### src/rtl/seq_multiplier_4b_pkg.sv
// Shared constants for the sequential 4x4 shift-and-add multiplier.
package seq_multiplier_4b_pkg;
    localparam int N_BITS = 4;
    localparam int P_W    = 2 * N_BITS;
    localparam int CNT_W  = 3;

    typedef enum logic [1:0] {
        ST_IDLE = 2'd0,
        ST_CALC = 2'd1,
        ST_DONE = 2'd2
    } state_t;
endpackage

### src/rtl/seq_multiplier_4b_if.sv
// start/busy/done handshake plus operands and product of the sequential multiplier.
interface seq_multiplier_4b_if;
    import seq_multiplier_4b_pkg::*;

    logic               start;
    logic [N_BITS-1:0]  multiplicand;
    logic [N_BITS-1:0]  multiplier;
    logic               busy;
    logic               done;
    logic [P_W-1:0]     product;

    modport master (output start, multiplicand, multiplier,
                    input  busy, done, product);
    modport slave  (input  start, multiplicand, multiplier,
                    output busy, done, product);
endinterface

### src/rtl/full_adder_4b.sv
// 4-bit ripple adder with carry in/out; the multiplier's only arithmetic element.
module full_adder_4b (
    input  logic [3:0] a,
    input  logic [3:0] b,
    input  logic       carry_in,
    output logic [3:0] sum,
    output logic       carry_out
);
    assign {carry_out, sum} = {1'b0, a} + {1'b0, b} + {4'b0, carry_in};
endmodule

### src/rtl/seq_multiplier_4b.sv
// Sequential 4x4 unsigned shift-and-add multiplier, one adder pass per cycle.
// Optional macro SEQ_MUL_ZERO_BYPASS_EN: zero operands skip CALC and finish in one cycle.
module seq_multiplier_4b
    import seq_multiplier_4b_pkg::*;
(
    input  logic                 clk,
    input  logic                 rst_n,
    seq_multiplier_4b_if.slave   bus
);
    localparam logic [CNT_W-1:0] CNT_LAST = CNT_W'(N_BITS - 1);

    state_t             state, state_nxt;
    logic [N_BITS-1:0]  acc, q, m;
    logic [CNT_W-1:0]   cnt;
    logic [P_W-1:0]     product_r;
    logic               done_r;
    logic [N_BITS-1:0]  add_b, sum;
    logic               carry_out;
    logic               zero_op;

    assign add_b = q[0] ? m : '0;

    full_adder_4b u_add (
        .a         (acc),
        .b         (add_b),
        .carry_in  (1'b0),
        .sum       (sum),
        .carry_out (carry_out)
    );

`ifdef SEQ_MUL_ZERO_BYPASS_EN
    assign zero_op = (bus.multiplicand == '0) || (bus.multiplier == '0);
`else
    assign zero_op = 1'b0;
`endif

    always_ff @(posedge clk or negedge rst_n) begin
        if (!rst_n) state <= ST_IDLE;
        else        state <= state_nxt;
    end

    always_comb begin
        state_nxt = state;
        case (state)
            ST_IDLE: if (bus.start) state_nxt = zero_op ? ST_DONE : ST_CALC;
            ST_CALC: if (cnt == CNT_LAST) state_nxt = ST_DONE;
            ST_DONE: state_nxt = ST_IDLE;
            default: state_nxt = ST_IDLE;
        endcase
    end

    // The shifted-out carry is always 0 after the shift, so it lands directly in acc's MSB.
    always_ff @(posedge clk or negedge rst_n) begin
        if (!rst_n) begin
            acc       <= '0;
            q         <= '0;
            m         <= '0;
            cnt       <= '0;
            product_r <= '0;
            done_r    <= 1'b0;
        end else begin
            done_r <= (state == ST_DONE);
            case (state)
                ST_IDLE: if (bus.start) begin
                    m   <= bus.multiplicand;
                    q   <= zero_op ? '0 : bus.multiplier;
                    acc <= '0;
                    cnt <= '0;
                end
                ST_CALC: begin
                    acc <= {carry_out, sum[N_BITS-1:1]};
                    q   <= {sum[0], q[N_BITS-1:1]};
                    cnt <= cnt + 1'b1;
                end
                ST_DONE: product_r <= {acc, q};
                default: ;
            endcase
        end
    end

    assign bus.busy    = (state == ST_CALC);
    assign bus.done    = done_r;
    assign bus.product = product_r;
endmodule

### src/flat_wrapper.sv
// flat-port wrapper written by rule: the top's interface ports become plain ports
module seq_multiplier_4b_flat import seq_multiplier_4b_pkg::*;
  (clk, rst_n, bus_start, bus_multiplicand, bus_multiplier, bus_busy, bus_done, bus_product);
  seq_multiplier_4b_if bus_i ();
  input  logic clk;
  input  logic rst_n;
  input wire logic [$bits(bus_i.start)-1:0] bus_start;
  input wire logic [$bits(bus_i.multiplicand)-1:0] bus_multiplicand;
  input wire logic [$bits(bus_i.multiplier)-1:0] bus_multiplier;
  output wire logic [$bits(bus_i.busy)-1:0] bus_busy;
  output wire logic [$bits(bus_i.done)-1:0] bus_done;
  output wire logic [$bits(bus_i.product)-1:0] bus_product;
  assign bus_i.start = bus_start;
  assign bus_i.multiplicand = bus_multiplicand;
  assign bus_i.multiplier = bus_multiplier;
  assign bus_busy = bus_i.busy;
  assign bus_done = bus_i.done;
  assign bus_product = bus_i.product;
  seq_multiplier_4b u_core (.clk(clk), .rst_n(rst_n), .bus(bus_i));
endmodule
### config.mk
export PLATFORM = sky130hd
export DESIGN_NAME = seq_multiplier_4b_flat
export DESIGN_NICKNAME = d
export VERILOG_FILES = /design/src/rtl/seq_multiplier_4b_pkg.sv /design/src/rtl/seq_multiplier_4b_if.sv /design/src/rtl/full_adder_4b.sv /design/src/rtl/seq_multiplier_4b.sv /design/src/flat_wrapper.sv
export SDC_FILE = /design/constraint.sdc
export NUM_CORES = 1
export LEC_CHECK = 0
export ABC_AREA = 0
export CORE_MARGIN = 5
export CORE_UTILIZATION = 30
export CTS_CLUSTER_SIZE = 25
export DETAILED_ROUTE_END_ITERATION = 6
export HOLD_SLACK_MARGIN = 0.1
export PLACE_DENSITY = 0.58
export SYNTH_ARGS = -nofsm -noshare
export SYNTH_HDL_FRONTEND = slang
export SYNTH_SLANG_ARGS = --single-unit
### constraint.sdc
create_clock -name clk -period 3.3 [get_ports clk]
set_input_delay 0.33 -clock clk [delete_from_list [all_inputs] [get_ports clk]]
set_output_delay 0.33 -clock clk [all_outputs]
set_load 0.1 [all_outputs]
After elaboration in Yosys (flattened, before gate mapping)
Cells that the tools add are included. Widths: inputs -> output; s select.

Register bits after elaboration: 26. Input bits: 11. RAM bits: 0. Output and inout bits: 10. Latch bits: 0. Memories kept: 0. Memory bits (read-only): 0. Logic and storage cells: 29.

$lt $le $gt $ge: 0. Shift-type cells: 0. Reductions and logical operators: 5. Equal/unequal tests: 5. $add $sub $neg: 2. Multiplexer cells: 10. Multiply operators: 0. Divide/modulo/power cells: 0. Bitwise logic cells: 0.

Operator list (count): $pmux 4 s2 (2); $mux 4 (3); $pmux 3 s2 (1); $reduce_and 2->1 (3); $add 4x4->5 (1); $mux 2 (2); $pmux 2 s2 (1); $add 3x1->3 const B (1); $eq 3x2->1 const B (1); $mux 3 (1); $eq 2x1->1 const B (1); $eq 2x2->1 const B (1); $logic_not 2->1 (1); $ne 2x1->1 const B (1); $ne 2x2->1 const B (1); $reduce_bool 2->1 (1).

Logic depth before layout (Yosys ltp)
Gate-level depths: netlist (run 1).

Word-level depth: 3. Depth in mapped cells: 7.

Cells and area by module
Synthesis (run 1) repeated with hierarchy kept, for this count alone.

Cells, all modules: 100. Area total of the unflattened synthesis: 1300.0 sq um.

Modules (own cells, without submodules): seq_multiplier_4b (area each 1156.1 sq um, instances 1, cells an instance 84, sequential area each 650.6 sq um); full_adder_4b (area each 143.9 sq um, instances 1, cells an instance 16, sequential area each 0.0 sq um).

Worst setup path before layout (run 1)
OpenSTA, ideal clock, no wires.

Path kind: register to register. Start: reg u_core.state[1]. End: reg u_core.acc[2]. Clock period less this slack: 1554 ps. Path slack: 1746 ps. Buffers on the path: 0. Cell stages (with the launch flop): 5. Required time: 3228 ps. Data arrival time: 1482 ps. Path through: dfrtp_1 -> nand2b_1 -> inv_1 -> nand4_1 -> nand3_1.

Longest elaborated chain between the ends: 3. Elaborated cells on any way between the ends: 6.

Ends and longest elaborated chain: start: declaration (RTL line seq_multiplier_4b.sv:12) `state_t state, state_nxt;`; start signal: assignment (RTL line seq_multiplier_4b.sv:39) `else state <= state_nxt;`; $eq 2x1->1 (*); via bus_busy (RTL line flat_wrapper.sv:10) `output wire logic [$bits(bus_i.busy)-1:0] bus_busy;`; $reduce_bool 2->1 (no source line); $reduce_and 2->1 (no source line); end signal: assignment (RTL line seq_multiplier_4b.sv:71) `acc <= {carry_out, sum[N_BITS-1:1]};`; end: declaration (RTL line seq_multiplier_4b.sv:13) `logic [N_BITS-1:0] acc, q, m;`.

Mark *: on every way through the listed nets, which the timed path passes. The rest lies on a longest branch. A chain may end at the register's enable or synchronous reset.

Worst setup path in the final report (run 1)
Start: reg u_core.product_r[5] (netlist: u_core.bus.product[5]). End: out bus_product[5].

RTL lines: start: declaration (RTL line seq_multiplier_4b.sv:15) `logic [P_W-1:0] product_r;`; start signal: assignment (RTL line seq_multiplier_4b.sv:75) `ST_DONE: product_r <= {acc, q};`; end: declaration (RTL line flat_wrapper.sv:12) `output wire logic [$bits(bus_i.product)-1:0] bus_product;`.

No word-level cell between the ends.

==> reports/qor.csv, run 1 <==
metric,value,unit
worstSetupStartpoint,u_core.bus.product[5],
htreeDepth,1,
cts_buffers,3,
fmaxAchievable,478,MHz
min_path_type,reg -> reg,
max_stage_delay,1.14,ns
clockBufferDepth,2,
die_h,74.3,µm
antenna_cells,0,
synth_commonest_cells,"26 x dfrtp_1, 24 x nand2_1, 7 x mux2_2",
core-area,4000,µm²
initial_core_util,31.0,%
cpLargestDelayFamily,buffers and inverters,
yosys_warnings,0,
ios,21,
critPathLaunchType,flop,
r2r_slack,1.68,ns
rsz0062_at_grt,no,
hold_end,u_core.m[3],
dr.pass1.iters,4,
syn_area,1240,µm²
rr_startpoint,u_core.q[0],
crit_arrival,1.76,ns
grt.overflow.total,0,
ff2ff_path_depth,7,
finalHoldViolCount,0,
routed_via_density,4.61,
num_vias,848,
fin_crit_sh,63.4,%
area.growth.synth_to_final,22.2,%
io_buffers,20,
max_slew.worst_pin.slew,0.974,ns
grt_pass1_vias,843,
fin_worst_skew,0.00519,ns
yosysTopAreaCell,dfrtp_1,
synth_top_area_share,52.4,%
die_x,74.3,µm
slowest_stage,clkdlybuf4s50_1,
drc,0,
cts_root_buf,clkbuf_8,
synth-seq-cells,26,
grt_max_degree,23,
num_rows,23,
cts_sinks,26,
clk_pin_slew_worst_paths,0.09,ns
worstSetupPathType,reg -> out,
nets,154,
gp_congestion,0.828,
setup_viol_count_final,0,
synthTopCellsByArea,"dfrtp_1 52%, nand2_1 7.3%, mux2_2 6.4%",
synth-seq-area-share,52.4,%
antenna_found_initial,0,
min_from,u_core.m[3],
cp.required,2.97,ns
ys_dominant_reg_cell,dfrtp_1,
syn_nets,132,
max_slew_margin,34.9,%
r2r_end,u_core.acc[3],
holdPathStages,2,
worstPathMaxFanout,2,
synth.distinct_cells,24,
post_cts_resized,0,
path_buf_inv,1,
crit_chain,clkdlybuf4s50_1,
cap_violations,0,
outcome,"finished, final reports clean",
slew_violations,0,
die_area,5520,µm²
ant_nets,0,
wl_per_cell,12.7,µm
synth_edf_count,0,
period_needed,2.09,ns
drtIter0Drc,18,
dp_hpwl,1730,µm
postCtsSetupBuffers,0,
grt_usage,9.34,%
layout-drive-gt1-share,17.2,%
clock_latency,0.27,ns
grt_pass1_wl,3980,µm
cts_tree,built,
yosysMostFrequentCell,dfrtp_1,
async_reset_ff_share,100,%
synthCells,114,
worst_setup_path_end_kind,output pin,
wl,2350,µm
syn_avg_cell_area,10.9,µm²
setup_tns,0,ns
cts_hold_buf,0,
worst register-to-register path, stage by stage (launching register included):
cell	delay (ns)
dfrtp_1	0.43
and2_1	0.15
ha_1	0.15
inv_1	0.06
fa_1	0.43
nor2b_1	0.12
o21ai_0	0.08
a21oi_1	0.13
registers in the layout, summed over array words and instances (netlist names):
| register | cells |
|---|---|
| u_core.acc | 4 |
| u_core.bus.done | 1 |
| u_core.bus.product | 8 |
| u_core.cnt | 3 |
| u_core.m | 4 |
| u_core.q | 4 |
| u_core.state | 2 |
through the flow:
step           util [%]  std cells  hold WS, ns  setup WS (ns)  area, µm²
6_report           37.9        184        0.477           1.21       1520
5_1_grt            37.9        184        0.501           1.15       1520
4_1_cts            37.9        184        0.484           1.19       1520
3_5_place_dp       36.9        181        0.462           1.44       1480
3_3_place_gp       36.9        181        0.456           1.47       1480
2_1_floorplan         -        114       0.0344           1.75       1240
logic make-up after synthesis:
kind of cell / Yosys count / share of synthesized area (%)
AO/OA/AOI/OAI: 15 / 7.96
XOR/XNOR: 1 / 0.706
adder cells (fa/ha/maj): 7 / 7.66
buffers and inverters: 11 / 5.14
flip-flops: 26 / 52.4
multiplexers: 7 / 6.35
AND/OR/NAND/NOR: 47 / 19.8
placed cells by master (no fill, tap or decap):
cell type	netlist	layout
dfrtp_1	26	26
nand2_1	24	24
clkdlybuf4s50_1	0	19
mux2_2	7	7
inv_1	6	6
ha_1	6	6
nor2_1	5	5
nand3_2	5	5
and2_1	4	4
a31oi_1	4	4
o21ai_2	4	4
o21ai_0	3	3
a21oi_1	3	3
nand3_1	3	3
clkbuf_8	0	3
buf_4	0	3
nand2b_1	2	2
nor2b_1	1	1
or3b_1	1	1
nor3b_2	1	1
a211o_1	1	1
nand4_1	1	1
xor2_1	1	1
fa_1	1	1
worst max path at each step:
stage	endpoint	slack, ns	cells after the start
floorplan	u_core.acc[2]	1.75	4
global placement	u_core.acc[3]	1.47	4
global route	bus_product[7]	1.15	1
detailed placement	u_core.acc[3]	1.44	4
finish	bus_product[5]	1.21	1
CTS	bus_product[5]	1.19	1
per-layer routing:
metal	share of wire, %	track usage, %	vias to the layer above
met3	4.3	1.76	4
met1	48	12.6	408
met5	0	0	-
met2	46	15.0	15
li1	-	-	421
met4	1.9	3.56	0
area by class of cell:
class | instances | area, µm²
clock buffer | 3 | 41.3
fill | 395 | 2480
inverter | 6 | 22.5
multi-input combinational | 77 | 527
sequential | 26 | 651
tap | 50 | 62.6
timing repair buffer | 22 | 213
Power of run 1 is left out: the tool's default activity adds up to more than one toggle a clock period on the data nets, which glitch-free logic cannot reach.
==> run 2, diff against run 1 <==
--- a/config.mk
+++ b/config.mk
@@ -11,7 +11,7 @@
 export CTS_CLUSTER_SIZE = 25
 export DETAILED_ROUTE_END_ITERATION = 6
 export HOLD_SLACK_MARGIN = 0.1
-export PLACE_DENSITY = 0.58
+export PLACE_DENSITY = 0.6
 export SYNTH_ARGS = -nofsm -noshare
 export SYNTH_HDL_FRONTEND = slang
 export SYNTH_SLANG_ARGS = --single-unit
==> constraint.sdc (replaced) <==
create_clock -name clk -period 1.7 [get_ports clk]
set_input_delay 0.17 -clock clk [delete_from_list [all_inputs] [get_ports clk]]
set_output_delay 0.17 -clock clk [all_outputs]
set_load 0.1 [all_outputs]
==> run 2 against run 1 <==
Sequential cell count unchanged. Final cell count rose by 2.2%. Clock-buffer cell count increased by 1. Utilization rose by 1.1 points. Worst setup slack got worse by 1.1 ns. First-iteration DRC count increased to 3.9 times the previous value. Global-route usage rose by 0.90 points.
==> reports/qor.csv, run 2 (synthesis results as in run 1) <==
metric,value,unit,change
outcome,"finished, final reports clean",,
gp_congestion,0.810,,-2.2%
initial_core_util,31.0,%,unchanged
max_slew_margin,69.4,%,+34 points
antenna_cells,0,,unchanged
clk_pin_slew_worst_paths,0.09,ns,about the same
grt_max_degree,27,,+17%
grt_usage,10.2,%,+0.90 points
final_common_cell,dfrtp_1,,
nets,157,,+1.9%
wl_per_cell,12.7,µm,-0.21%
htreeDepth,1,,unchanged
setup_tns,0,ns,unchanged
period_needed,1.56,ns,
die_x,74.3,µm,unchanged
worstSetupStartpoint,u_core.q[0],,
grt.overflow.total,0,,unchanged
die_h,74.3,µm,unchanged
io_buffers,20,,unchanged
antenna_found_initial,0,,unchanged
worst_setup_path_end_kind,flop,,
ios,21,,unchanged
crit_chain,"and2_4, ha_1, inv_1, fa_2, nor2b_1, o21ai_0, a21oi_1",,
slowest_stage,dfrtp_1,,
ant_nets,0,,unchanged
slew_violations,0,,unchanged
min_path_type,in -> async,,
worstSetupPathType,reg -> reg,,
setup_viol_count_final,0,,unchanged
die_area,5520,µm²,unchanged
max_stage_delay,0.42,ns,-0.72 ns
finalHoldViolCount,0,,unchanged
cts_root_buf,clkbuf_8,,
fmaxAchievable,642,MHz,
cts_tree,built,,
area.growth.synth_to_final,25.7,%,
grt_pass1_vias,936,,+11%
wl,2390,µm,+2.0%
dr.pass1.iters,4,,unchanged
fin_crit_sh,91.6,%,
critPathLaunchType,flop,,
num_vias,864,,+1.9%
cts_buffers,3,,unchanged
clockBufferDepth,2,,unchanged
core-area,4000,µm²,unchanged
dp_hpwl,1760,µm,+2.1%
cap_violations,0,,unchanged
max_slew.worst_pin.slew,0.459,ns,-0.514 ns
num_rows,23,,unchanged
crit_arrival,1.75,ns,about the same
cts_hold_buf,0,,unchanged
fin_worst_skew,0.00204,ns,-0.00315 ns
grt_pass1_wl,4330,µm,+8.8%
cts_sinks,26,,unchanged
drtIter0Drc,71,,+53
layout-drive-gt1-share,27.5,%,+10 points
clock_latency,0.27,ns,about the same
rr_startpoint,u_core.q[0],,
cp.required,1.90,ns,-1.07 ns
drc,0,,unchanged
worstPathMaxFanout,5,,+3
final_cell_mix,"26 x dfrtp_1, 24 x nand2_1, 13 x buf_4, 10 x clkdlybuf4s50_1, 7 x mux2_2",,
routed_via_density,4.60,,-0.28%
largest_register_ffs,8,,unchanged
rsz0062_at_grt,no,,
run 2: changes by cell type in the layout (fill, tap and decap cells not counted), sizes merged:
cell,before,now
buf,3,15
clkbuf,3,4
clkdlybuf4s50,19,10
run 2: metrics by stage:
step | std cells | setup slack (ns) | hold WS, ns | instance area (µm²) | util [%]
floorplan | 114 | 0.146 | -0.126 | 1240 | -
global placement | 183 | 0.172 | 0.462 | 1490 | 37.3
detailed placement | 183 | 0.0749 | 0.466 | 1490 | 37.3
CTS | 187 | 0.0592 | 0.267 | 1550 | 38.7
global route | 188 | 0.0212 | 0.291 | 1560 | 39.0
finish | 188 | 0.142 | 0.264 | 1560 | 39.0
run 2: area by class of cell:
cell class                 instances  area [µm²]
multi-input combinational         77         532
fill                             398        2440
timing repair buffer              25         238
inverter                           6        22.5
sequential                        26         651
clock buffer                       4        55.1
tap                               50        62.6
run 2: path summary, 6_finish.rpt:
kind                                         end  slack, ns  cells past startpoint
max in group asynchronous          u_core.acc[3]       1.19                      2
hold / removal             u_core.bus.product[4]       0.26                      2
min in group clk                     u_core.m[2]       0.42                      3
setup reg to reg                   u_core.acc[3]       0.14                      7
hold reg to reg                      u_core.m[2]       0.49                      2
setup / recovery                   u_core.acc[3]       0.14                      7
run 2: routing by layer:
layer | GRT usage [%] | routed length, µm | vias to the layer above
met5 | 0 | 0 | -
met4 | 4.15 | 31 | 0
met3 | 2.43 | 121 | 4
li1 | - | - | 432
met2 | 16.3 | 1120 | 17
met1 | 13.4 | 1120 | 411
run 2: what timing repair did:
item,in CTS,in global routing
setup buffers,0,1
endpoints found under the setup margin,0,1
gates resized for setup,0,2
run 2: worst max-delay path: cells and delay by family (launching register included):
kind | cells | cell delay [ns]
fa+ha+maj | 2 | 0.52
flops | 1 | 0.42
buf+inv | 1 | 0.07
simple gates | 2 | 0.28
compound gates | 2 | 0.20
Power of run 2 is left out for the same reason.
